<file path="src/rtl/fft_pkg.sv">
// Shared FFT definitions: mantissa/exponent widths, framer FSM states,
// transform-length limits and the N = 1 << ldn helper.

`ifndef MAN_WIDTH
`define MAN_WIDTH 18
`endif
`ifndef EXP_WIDTH
`define EXP_WIDTH 6
`endif

package fft_pkg;

   localparam int MAN_W  = `MAN_WIDTH;
   localparam int EXP_W  = `EXP_WIDTH;
   localparam int CNT_W  = 11;
   localparam int LDN_W  = 4;
   localparam int LDN_LO = 2;
   localparam int LDN_HI = 11;

   typedef enum logic [1:0] {
      ST_IDLE   = 2'd0,
      ST_STREAM = 2'd1,
      ST_PAD    = 2'd2,
      ST_GAP    = 2'd3
   } src_state_t;

   // Transform length for a given log2 size
   function automatic logic [CNT_W:0] fft_n(input logic [LDN_W-1:0] ldn);
      return (CNT_W+1)'(1) << ldn;
   endfunction

endpackage

</file>
<file path="src/rtl/fft_src_blkcnt.sv">
// Block sample counter and inter-block gap counter for the FFT framer,
// with terminal-count flags (last sample of block, last gap cycle).

module fft_src_blkcnt
   import fft_pkg::*;
#(
   parameter int MIN_GAP = 4
) (
   input  logic             i_clk,
   input  logic             i_rst,
   input  logic             i_blk_ld,
   input  logic             i_blk_inc,
   input  logic [LDN_W-1:0] i_ldn,
   input  logic             i_gap_run,
   output logic             o_blk_tc,
   output logic             o_gap_tc
);

   localparam int GW = $clog2(MIN_GAP + 2);
   localparam int GL = (MIN_GAP > 0) ? MIN_GAP - 1 : 0;

   logic [CNT_W-1:0] r_blk_cnt;
   logic [GW-1:0]    r_gap_cnt;
   logic [CNT_W-1:0] w_n_m1;

   assign w_n_m1 = CNT_W'(fft_n(i_ldn) - (CNT_W+1)'(1));

   // Samples sent in the current block; a block start counts as one
   always_ff @(posedge i_clk or posedge i_rst) begin
      if (i_rst)
         r_blk_cnt <= '0;
      else if (i_blk_ld)
         r_blk_cnt <= CNT_W'(1);
      else if (i_blk_inc)
         r_blk_cnt <= r_blk_cnt + CNT_W'(1);
   end

   // Cycles spent in the gap; held at zero outside it
   always_ff @(posedge i_clk or posedge i_rst) begin
      if (i_rst)
         r_gap_cnt <= '0;
      else if (i_gap_run)
         r_gap_cnt <= r_gap_cnt + GW'(1);
      else
         r_gap_cnt <= '0;
   end

   assign o_blk_tc = (r_blk_cnt == w_n_m1);
   assign o_gap_tc = (r_gap_cnt == GW'(GL));

endmodule

</file>
<file path="src/rtl/fft_stream_src.sv">
// Head-end framer for the radix-4 FFT chain: natural-order samples in,
// block-framed BFP stream out. Optional zero padding: FFT_SRC_ZERO_PAD_EN.

module fft_stream_src
   import fft_pkg::*;
#(
   parameter int                IN_WIDTH = 16,
   parameter int                MIN_GAP  = 4,
   parameter logic [EXP_W-1:0]  EXP_INIT = '0,
   parameter int                LDN_MIN  = LDN_LO,
   parameter int                LDN_MAX  = LDN_HI
) (
   input  logic                clk_sys,
   input  logic                rst_sys,
   input  logic                in_val_i,
   output logic                in_rdy_o,
   input  logic [IN_WIDTH-1:0] in_real_i,
   input  logic [IN_WIDTH-1:0] in_imag_i,
   input  logic                in_last_i,
   input  logic [LDN_W-1:0]    ldn_rg_i,
   output logic                block_sync_o,
   output logic                stage_sync_o,
   output logic                data_val_o,
   output logic [MAN_W-1:0]    data_real_o,
   output logic [MAN_W-1:0]    data_imag_o,
   output logic [EXP_W-1:0]    data_exp_o,
   output logic [LDN_W-1:0]    ldn_rg_o,
   output logic                cfg_err_o
);

   src_state_t r_state;
   src_state_t w_next;
   src_state_t w_done_st;

   logic w_xfer;
   logic w_ldn_ok;
   logic w_start;
   logic w_blk_inc;
   logic w_blk_tc;
   logic w_gap_tc;
   logic w_val;
   logic w_err;
   logic w_pad;

   logic [MAN_W-1:0] w_re_x;
   logic [MAN_W-1:0] w_im_x;
   logic [MAN_W-1:0] w_re;
   logic [MAN_W-1:0] w_im;

   logic             r_val;
   logic             r_sync;
   logic             r_err;
   logic [MAN_W-1:0] r_re;
   logic [MAN_W-1:0] r_im;
   logic [EXP_W-1:0] r_exp;
   logic [LDN_W-1:0] r_ldn;

   assign in_rdy_o  = ~rst_sys & ((r_state == ST_IDLE) |
                                  (r_state == ST_STREAM));
   assign w_xfer    = in_val_i & in_rdy_o;
   assign w_ldn_ok  = (ldn_rg_i >= LDN_W'(LDN_MIN)) &
                      (ldn_rg_i <= LDN_W'(LDN_MAX));
   assign w_start   = (r_state == ST_IDLE) & w_xfer & w_ldn_ok;
   assign w_blk_inc = ((r_state == ST_STREAM) & w_xfer) |
                      (r_state == ST_PAD);
   assign w_done_st = (MIN_GAP > 0) ? ST_GAP : ST_IDLE;

`ifdef FFT_SRC_ZERO_PAD_EN
   logic w_pad_go;
   assign w_pad_go = in_last_i &
                     (w_start | ((r_state == ST_STREAM) &
                                 w_xfer & ~w_blk_tc));
`else
   logic w_unused_last;
   assign w_unused_last = in_last_i;
`endif

   fft_src_blkcnt #(
      .MIN_GAP (MIN_GAP)
   ) u_blkcnt (
      .i_clk     (clk_sys),
      .i_rst     (rst_sys),
      .i_blk_ld  (w_start),
      .i_blk_inc (w_blk_inc),
      .i_ldn     (r_ldn),
      .i_gap_run (r_state == ST_GAP),
      .o_blk_tc  (w_blk_tc),
      .o_gap_tc  (w_gap_tc)
   );

   // State register
   always_ff @(posedge clk_sys or posedge rst_sys) begin
      if (rst_sys)
         r_state <= ST_IDLE;
      else
         r_state <= w_next;
   end

   // Next-state decode
   always_comb begin
      w_next = r_state;
      unique case (r_state)
         ST_IDLE:   if (w_start) w_next = ST_STREAM;
         ST_STREAM: if (w_xfer & w_blk_tc) w_next = w_done_st;
         ST_GAP:    if (w_gap_tc) w_next = ST_IDLE;
`ifdef FFT_SRC_ZERO_PAD_EN
         ST_PAD:    if (w_blk_tc) w_next = w_done_st;
`endif
         default:   w_next = ST_IDLE;
      endcase
`ifdef FFT_SRC_ZERO_PAD_EN
      if (w_pad_go) w_next = ST_PAD;
`endif
   end

   assign w_re_x = MAN_W'($signed(in_real_i));
   assign w_im_x = MAN_W'($signed(in_imag_i));

   // Output decode: what goes out with this cycle's transfer
   always_comb begin
      w_pad = (r_state == ST_PAD);
      w_val = w_start | w_blk_inc;
      w_err = (r_state == ST_IDLE) & w_xfer & ~w_ldn_ok;
      w_re  = w_pad ? '0 : w_re_x;
      w_im  = w_pad ? '0 : w_im_x;
   end

   // Output registers; ldn is latched only at a block start
   always_ff @(posedge clk_sys or posedge rst_sys) begin
      if (rst_sys) begin
         r_val  <= 1'b0;
         r_sync <= 1'b0;
         r_err  <= 1'b0;
         r_re   <= '0;
         r_im   <= '0;
         r_exp  <= '0;
         r_ldn  <= '0;
      end else begin
         r_val  <= w_val;
         r_sync <= w_start;
         r_err  <= w_err;
         r_re   <= w_re;
         r_im   <= w_im;
         r_exp  <= w_val ? EXP_INIT : '0;
         if (w_start)
            r_ldn <= ldn_rg_i;
      end
   end

   assign data_val_o   = r_val;
   assign block_sync_o = r_sync;
   assign stage_sync_o = r_sync;
   assign cfg_err_o    = r_err;
   assign data_real_o  = r_re;
   assign data_imag_o  = r_im;
   assign data_exp_o   = r_exp;
   assign ldn_rg_o     = r_ldn;

endmodule

</file>
<file path="config.mk">
export PLATFORM = sky130hd
export DESIGN_NAME = fft_stream_src
export DESIGN_NICKNAME = d
export VERILOG_FILES = /design/src/rtl/fft_pkg.sv /design/src/rtl/fft_src_blkcnt.sv /design/src/rtl/fft_stream_src.sv
export SDC_FILE = /design/constraint.sdc
export NUM_CORES = 1
export LEC_CHECK = 0
export BUFFER_PORTS_ARGS = -buffer_cell sky130_fd_sc_hd__buf_2
export CAP_MARGIN = 20
export CORE_UTILIZATION = 49
export DETAILED_ROUTE_END_ITERATION = 10
export PLACE_DENSITY_LB_ADDON = 0.05
export SLEW_MARGIN = 20
export SYNTH_ARGS = -nofsm -noshare
export SYNTH_HDL_FRONTEND = slang
export SYNTH_SLANG_ARGS = --single-unit
</file>
<file path="constraint.sdc">
create_clock -name clk_sys -period 2.5 [get_ports clk_sys]
set_input_delay 0.5 -clock clk_sys [delete_from_list [all_inputs] [get_ports clk_sys]]
set_output_delay 0.5 -clock clk_sys [all_outputs]
set_load 0.01 [all_outputs]
</file>
Word level (Yosys, flattened, before mapping):

Cells that the tools add are included.

* add/sub/neg operators: 3
* order comparisons: 2
* equality and inequality tests: 8
* shift-type cells: 1
* multiplexer cells: 9
* bitwise gates (word level): 13
* reductions and logical operators: 3

Operator list (count)
* $mux W18: 2
* $mux W11: 2
* $add A11 B1 Y11 const B: 1
* $eq A11 B11 Y1: 1
* $shl A1 B4 Y11 const A: 1
* $sub A11 B1 Y11 const B: 1
* $and A1 B1 Y1: 8
* $mux W2: 3
* $pmux W2 S3: 1
* $eq A2 B2 Y1 const B: 2
* $ge A4 B2 Y1 const B: 1
* $le A4 B4 Y1 const B: 1
* $ne A2 B2 Y1 const B: 2
* $add A3 B1 Y3 const B: 1
* $eq A3 B2 Y1 const B: 1
* $mux W3: 1
* $or A1 B1 Y1: 3
* $reduce_and A3 Y1: 1
* $eq A2 B1 Y1 const B: 1
* $logic_not A2 Y1: 1
* $ne A2 B1 Y1 const B: 1
* $not A1 Y1: 2
* $reduce_bool A2 Y1: 1

* register bits after elaboration: 59
* input port bits: 40
* output and inout bits: 51
* word-level logic and storage cells: 48

Logic depth before layout (Yosys ltp):

* depth after elaboration: 8
* depth in mapped cells: 10
* mapped depth without buffers: 8

By module:

Synthesis repeated with hierarchy kept, for this count alone.

* cell total of the unflattened synthesis: 234
* area, all modules: 2533.7 um^2

By module, submodules not included
* fft_stream_src: instances 1, cells an instance 120, area an instance 1540.2 um^2, seq. area each 1026.0 um^2
* fft_src_blkcnt: instances 1, cells an instance 114, area an instance 993.5 um^2, seq. area each 350.3 um^2

Least setup slack after synthesis:

OpenSTA, ideal clock, no wires.

* kind: register to register
* start point: reg r_ldn[1], in the netlist ldn_rg_o[1]
* end point: reg r_state[1]
* library setup time: 95 ps
* arrival time: 1966 ps
* data required time: 2405 ps
* path slack: 438 ps
* cell stages (with the launch flop): 11
* buffers on the path: 2
* clock period less this slack: 2062 ps
* cells stage by stage: dfrtp_1 > buf_2 > nor4_2 > inv_1 > ha_1 > clkbuf_2 > nor3_1 > a21o_1 > a32oi_1 > xnor2_1 > o31ai_1

* cells in the longest elaborated chain, start to end: 6

Ends and longest elaborated chain
* start: declaration: line fft_stream_src.sv:56 `logic [LDN_W-1:0] r_ldn;`
* start signal: assignment: line fft_stream_src.sv:146 `r_ldn <= ldn_rg_i;`
* $shl A1 B4 Y11: line fft_pkg.sv:29 `return (CNT_W+1)'(1) << ldn;`
* $sub A11 B1 Y11: line fft_src_blkcnt.sv:26 `assign w_n_m1 = CNT_W'(fft_n(i_ldn) - (CNT_W+1)'(1));`
* $eq A11 B11 Y1: line fft_src_blkcnt.sv:48 `assign o_blk_tc = (r_blk_cnt == w_n_m1);`
* $and A1 B1 Y1: line fft_stream_src.sv:104 `ST_STREAM: if (w_xfer & w_blk_tc) w_next = w_done_st;`
* $ne A2 B1 Y1 (no line)
* $reduce_and A3 Y1 (no line)
* end signal: assignment: line fft_stream_src.sv:96 `r_state <= w_next;`
* end: declaration: line fft_stream_src.sv:31 `src_state_t r_state;`

Every way passes these cells.
A chain may end at the register's enable or synchronous reset.

Final worst setup path:

* start point: reg r_ldn[3], in the netlist ldn_rg_o[3]
* end point: reg r_state[1]

Same word-level chain as after synthesis.

==> flow_metrics.tcl <==
set metrics [dict create \
    final_cell_mix "buf_2 (83), dfrtp_1 (55), and2_1 (32), nor2_1 (16)" \
    synth_top_area_cell "dfrtp_1" \
    power_uw 2045 \
    hold_viol 0 \
    path_max_fanout 8 \
    rows 25 \
    vias_per_cell 4.692 \
    core_area_um2 4848 \
    h-tree-depth 2 \
    slew_violations 0 \
    grtUsageTotal_pct 18.14 \
    die_area_um2 5433 \
    syn_to_final_growth_pct 21.65 \
    ant_nets 0 \
    peakVddDrop_mv 0.4025 \
    drt_iter0_drc 39 \
    synth.avg_cell_area_um2 11.35 \
    die_y_um 73.71 \
    grt_antenna_before_repair 0 \
    rsz0062_at_grt "false" \
    synth_top_area_share_pct 54.62 \
    fin_skew_ps 10.78 \
    insertion_delay_ps 310 \
    clock.fmax_mhz 457.2 \
    clk_pin_slew_ps 100 \
    syn_area_um2 2520 \
    drc 0 \
    yosys.cell_types.count 47 \
    async_flop_share_pct 100.0 \
    cts.sink_count 55 \
    slew_headroom_pct 57.23 \
    post_cts.repair.setup_buffers 0 \
    drt_wl_total_um 4461 \
    detailroute.via_count 1736 \
    place.gp.congestion 0.8702 \
    p_leak_uw 0.001480 \
    numCtsBuffers 5 \
    diodes 0 \
    critical_path_class "reg -> reg" \
    synth_edf_count 0 \
    cts_resized 0 \
    fin_crit_sh_pct 87.49 \
    synth_area_leaders "dfrtp_1 (55%), and2_1 (7.9%), xnor2_1 (3.5%)" \
    cp.arrival_ps 2410 \
    drive_gt1_share_pct 37.29 \
    finalSetupViolCount 0 \
    ys_warn_count 0 \
    portBuffers 83 \
    grt_pass1_wl_um 7265 \
    start_kind "register" \
    seq_area_frac_synth_pct 54.62 \
    grt-ovfl-total 0 \
    fillCellCount 419 \
    synthFlopType "dfrtp_1" \
    drtPass1Iterations 4 \
    ys_ff_latch 55 \
    mostFrequentLayoutCell "buf_2" \
    worstPathRequired_ps 2720 \
    worstMarginPinSlew_ps 640.6 \
    power_density_nw_per_um2 667.0 \
    nets 346 \
    grt_max_degree 34 \
    die_w_um 73.71 \
    end_kind "register" \
    start_util_pct 51.97 \
    hold_class "in -> async" \
    ios 91 \
    period_needed_ps 2187 \
    outcome "finished clean" \
    max-cap-violations 0 \
    holdBufCountCts 0 \
    first_global_vias 1638 \
    wire_per_inst_um 12.06 \
    hpwl_um 3382 \
    syn_inst 222 \
    cts_tree "done" \
    cts_buffer_depth 2 \
    cts_root_buf "clkbuf_8" \
    setup_tns_ps 0 \
]
-- cell usage after synthesis (2+ instances only) --
| cell | count |
|---|---|
| dfrtp_1 | 55 |
| and2_1 | 32 |
| nor2_1 | 16 |
| buf_4 | 11 |
| nand2_1 | 10 |
| xnor2_1 | 10 |
| a21oi_1 | 6 |
| nand3_1 | 6 |
| nor3_1 | 6 |
| inv_1 | 5 |
| xor2_1 | 5 |
| buf_2 | 4 |
| ha_1 | 4 |
| mux2_2 | 4 |
| o21ai_0 | 4 |
| clkbuf_1 | 3 |
| nand2b_1 | 3 |
| nand4_1 | 3 |
| o22ai_1 | 3 |
| and3_1 | 2 |
| buf_6 | 2 |
| clkbuf_2 | 2 |
| nor2b_1 | 2 |
-- metal layers --
layer	up-vias	wire length (um)	GRT usage (%)
met4	0	81	7.692
li1	878	-	-
met2	55	2111	29.77
met1	794	1889	20.69
met5	-	0	0
met3	9	378	7.819
-- kinds of logic (layout without fill, tap and decap cells) --
kind of cell	after synthesis	in the layout	synth area share (%)
simple gates	92	92	22.99
flops	55	55	54.62
buf+inv	27	103	6.554
compound gates	24	24	6.704
xor+xnor	15	15	5.213
fa+ha+maj	4	4	1.986
mux	4	4	1.787
other cells	1	6	0.1488
-- per-stage QoR --
stage	hold slack, ps	instance area, um2	setup slack (ps)	cells	util, %
final	284.6	3065	312.8	370	63.23
after global routing	320.2	3065	68.93	370	63.23
after CTS	308.7	3065	281.0	370	63.23
after detailed placement	432.4	2944	311.5	362	60.72
after global placement	425.0	2944	351.5	362	60.72
after floorplan	409.2	2539	438.4	227	-
-- final timing paths --
check / from / to / slack (ps) / depth (start not counted)
setup / recovery: ldn_rg_o[3] / r_state[1] / 310 / 8
hold / removal: rst_sys / data_imag_o[8] / 280 / 2
setup reg to reg: ldn_rg_o[3] / r_state[1] / 310 / 8
hold reg to reg: u_blkcnt.r_gap_cnt[0] / u_blkcnt.r_gap_cnt[0] / 450 / 1
max in group asynchronous: rst_sys / u_blkcnt.r_blk_cnt[6] / 1580 / 3
min in group clk_sys: in_imag_i[7] / data_imag_o[7] / 390 / 2
-- final cells by class --
class	count	area (um2)	area share [%]
sequential	55	1376	44.90
clock buffer	6	82.58	2.694
timing repair buffer	90	467.9	15.27
clock inverter	2	38.79	1.265
tap	67	83.83	2.735
multi-input combinational	145	997.2	32.53
inverter	5	18.77	0.6122
-- state kept, by name, summed over array words and instances, names as in the netlist --
name                cells
ldn_rg_o                4
block_sync_o            1
cfg_err_o               1
data_val_o              1
data_imag_o            16
data_real_o            16
r_state                 2
u_blkcnt.r_blk_cnt     11
u_blkcnt.r_gap_cnt      3
-- report_power, final --
| group | total [uW] | internal, uW | switching, uW |
|---|---|---|---|
| sequential | 1090 | 969 | 121 |
| clock | 608 | 329 | 278 |
| combinational | 347 | 172 | 175 |
| total | 2040 | 1470 | 574 |
-- critical path, cell delays in order (launching register included) --
cell and delay [ps]:
dfrtp_1 480, nor4_2 410, inv_1 80, ha_1 300, nor3_1 220, a21o_1 100, a32oi_1 120, xnor2_1 160
o31ai_1 230
No activity file was read; power rests on OpenSTA's default activity.
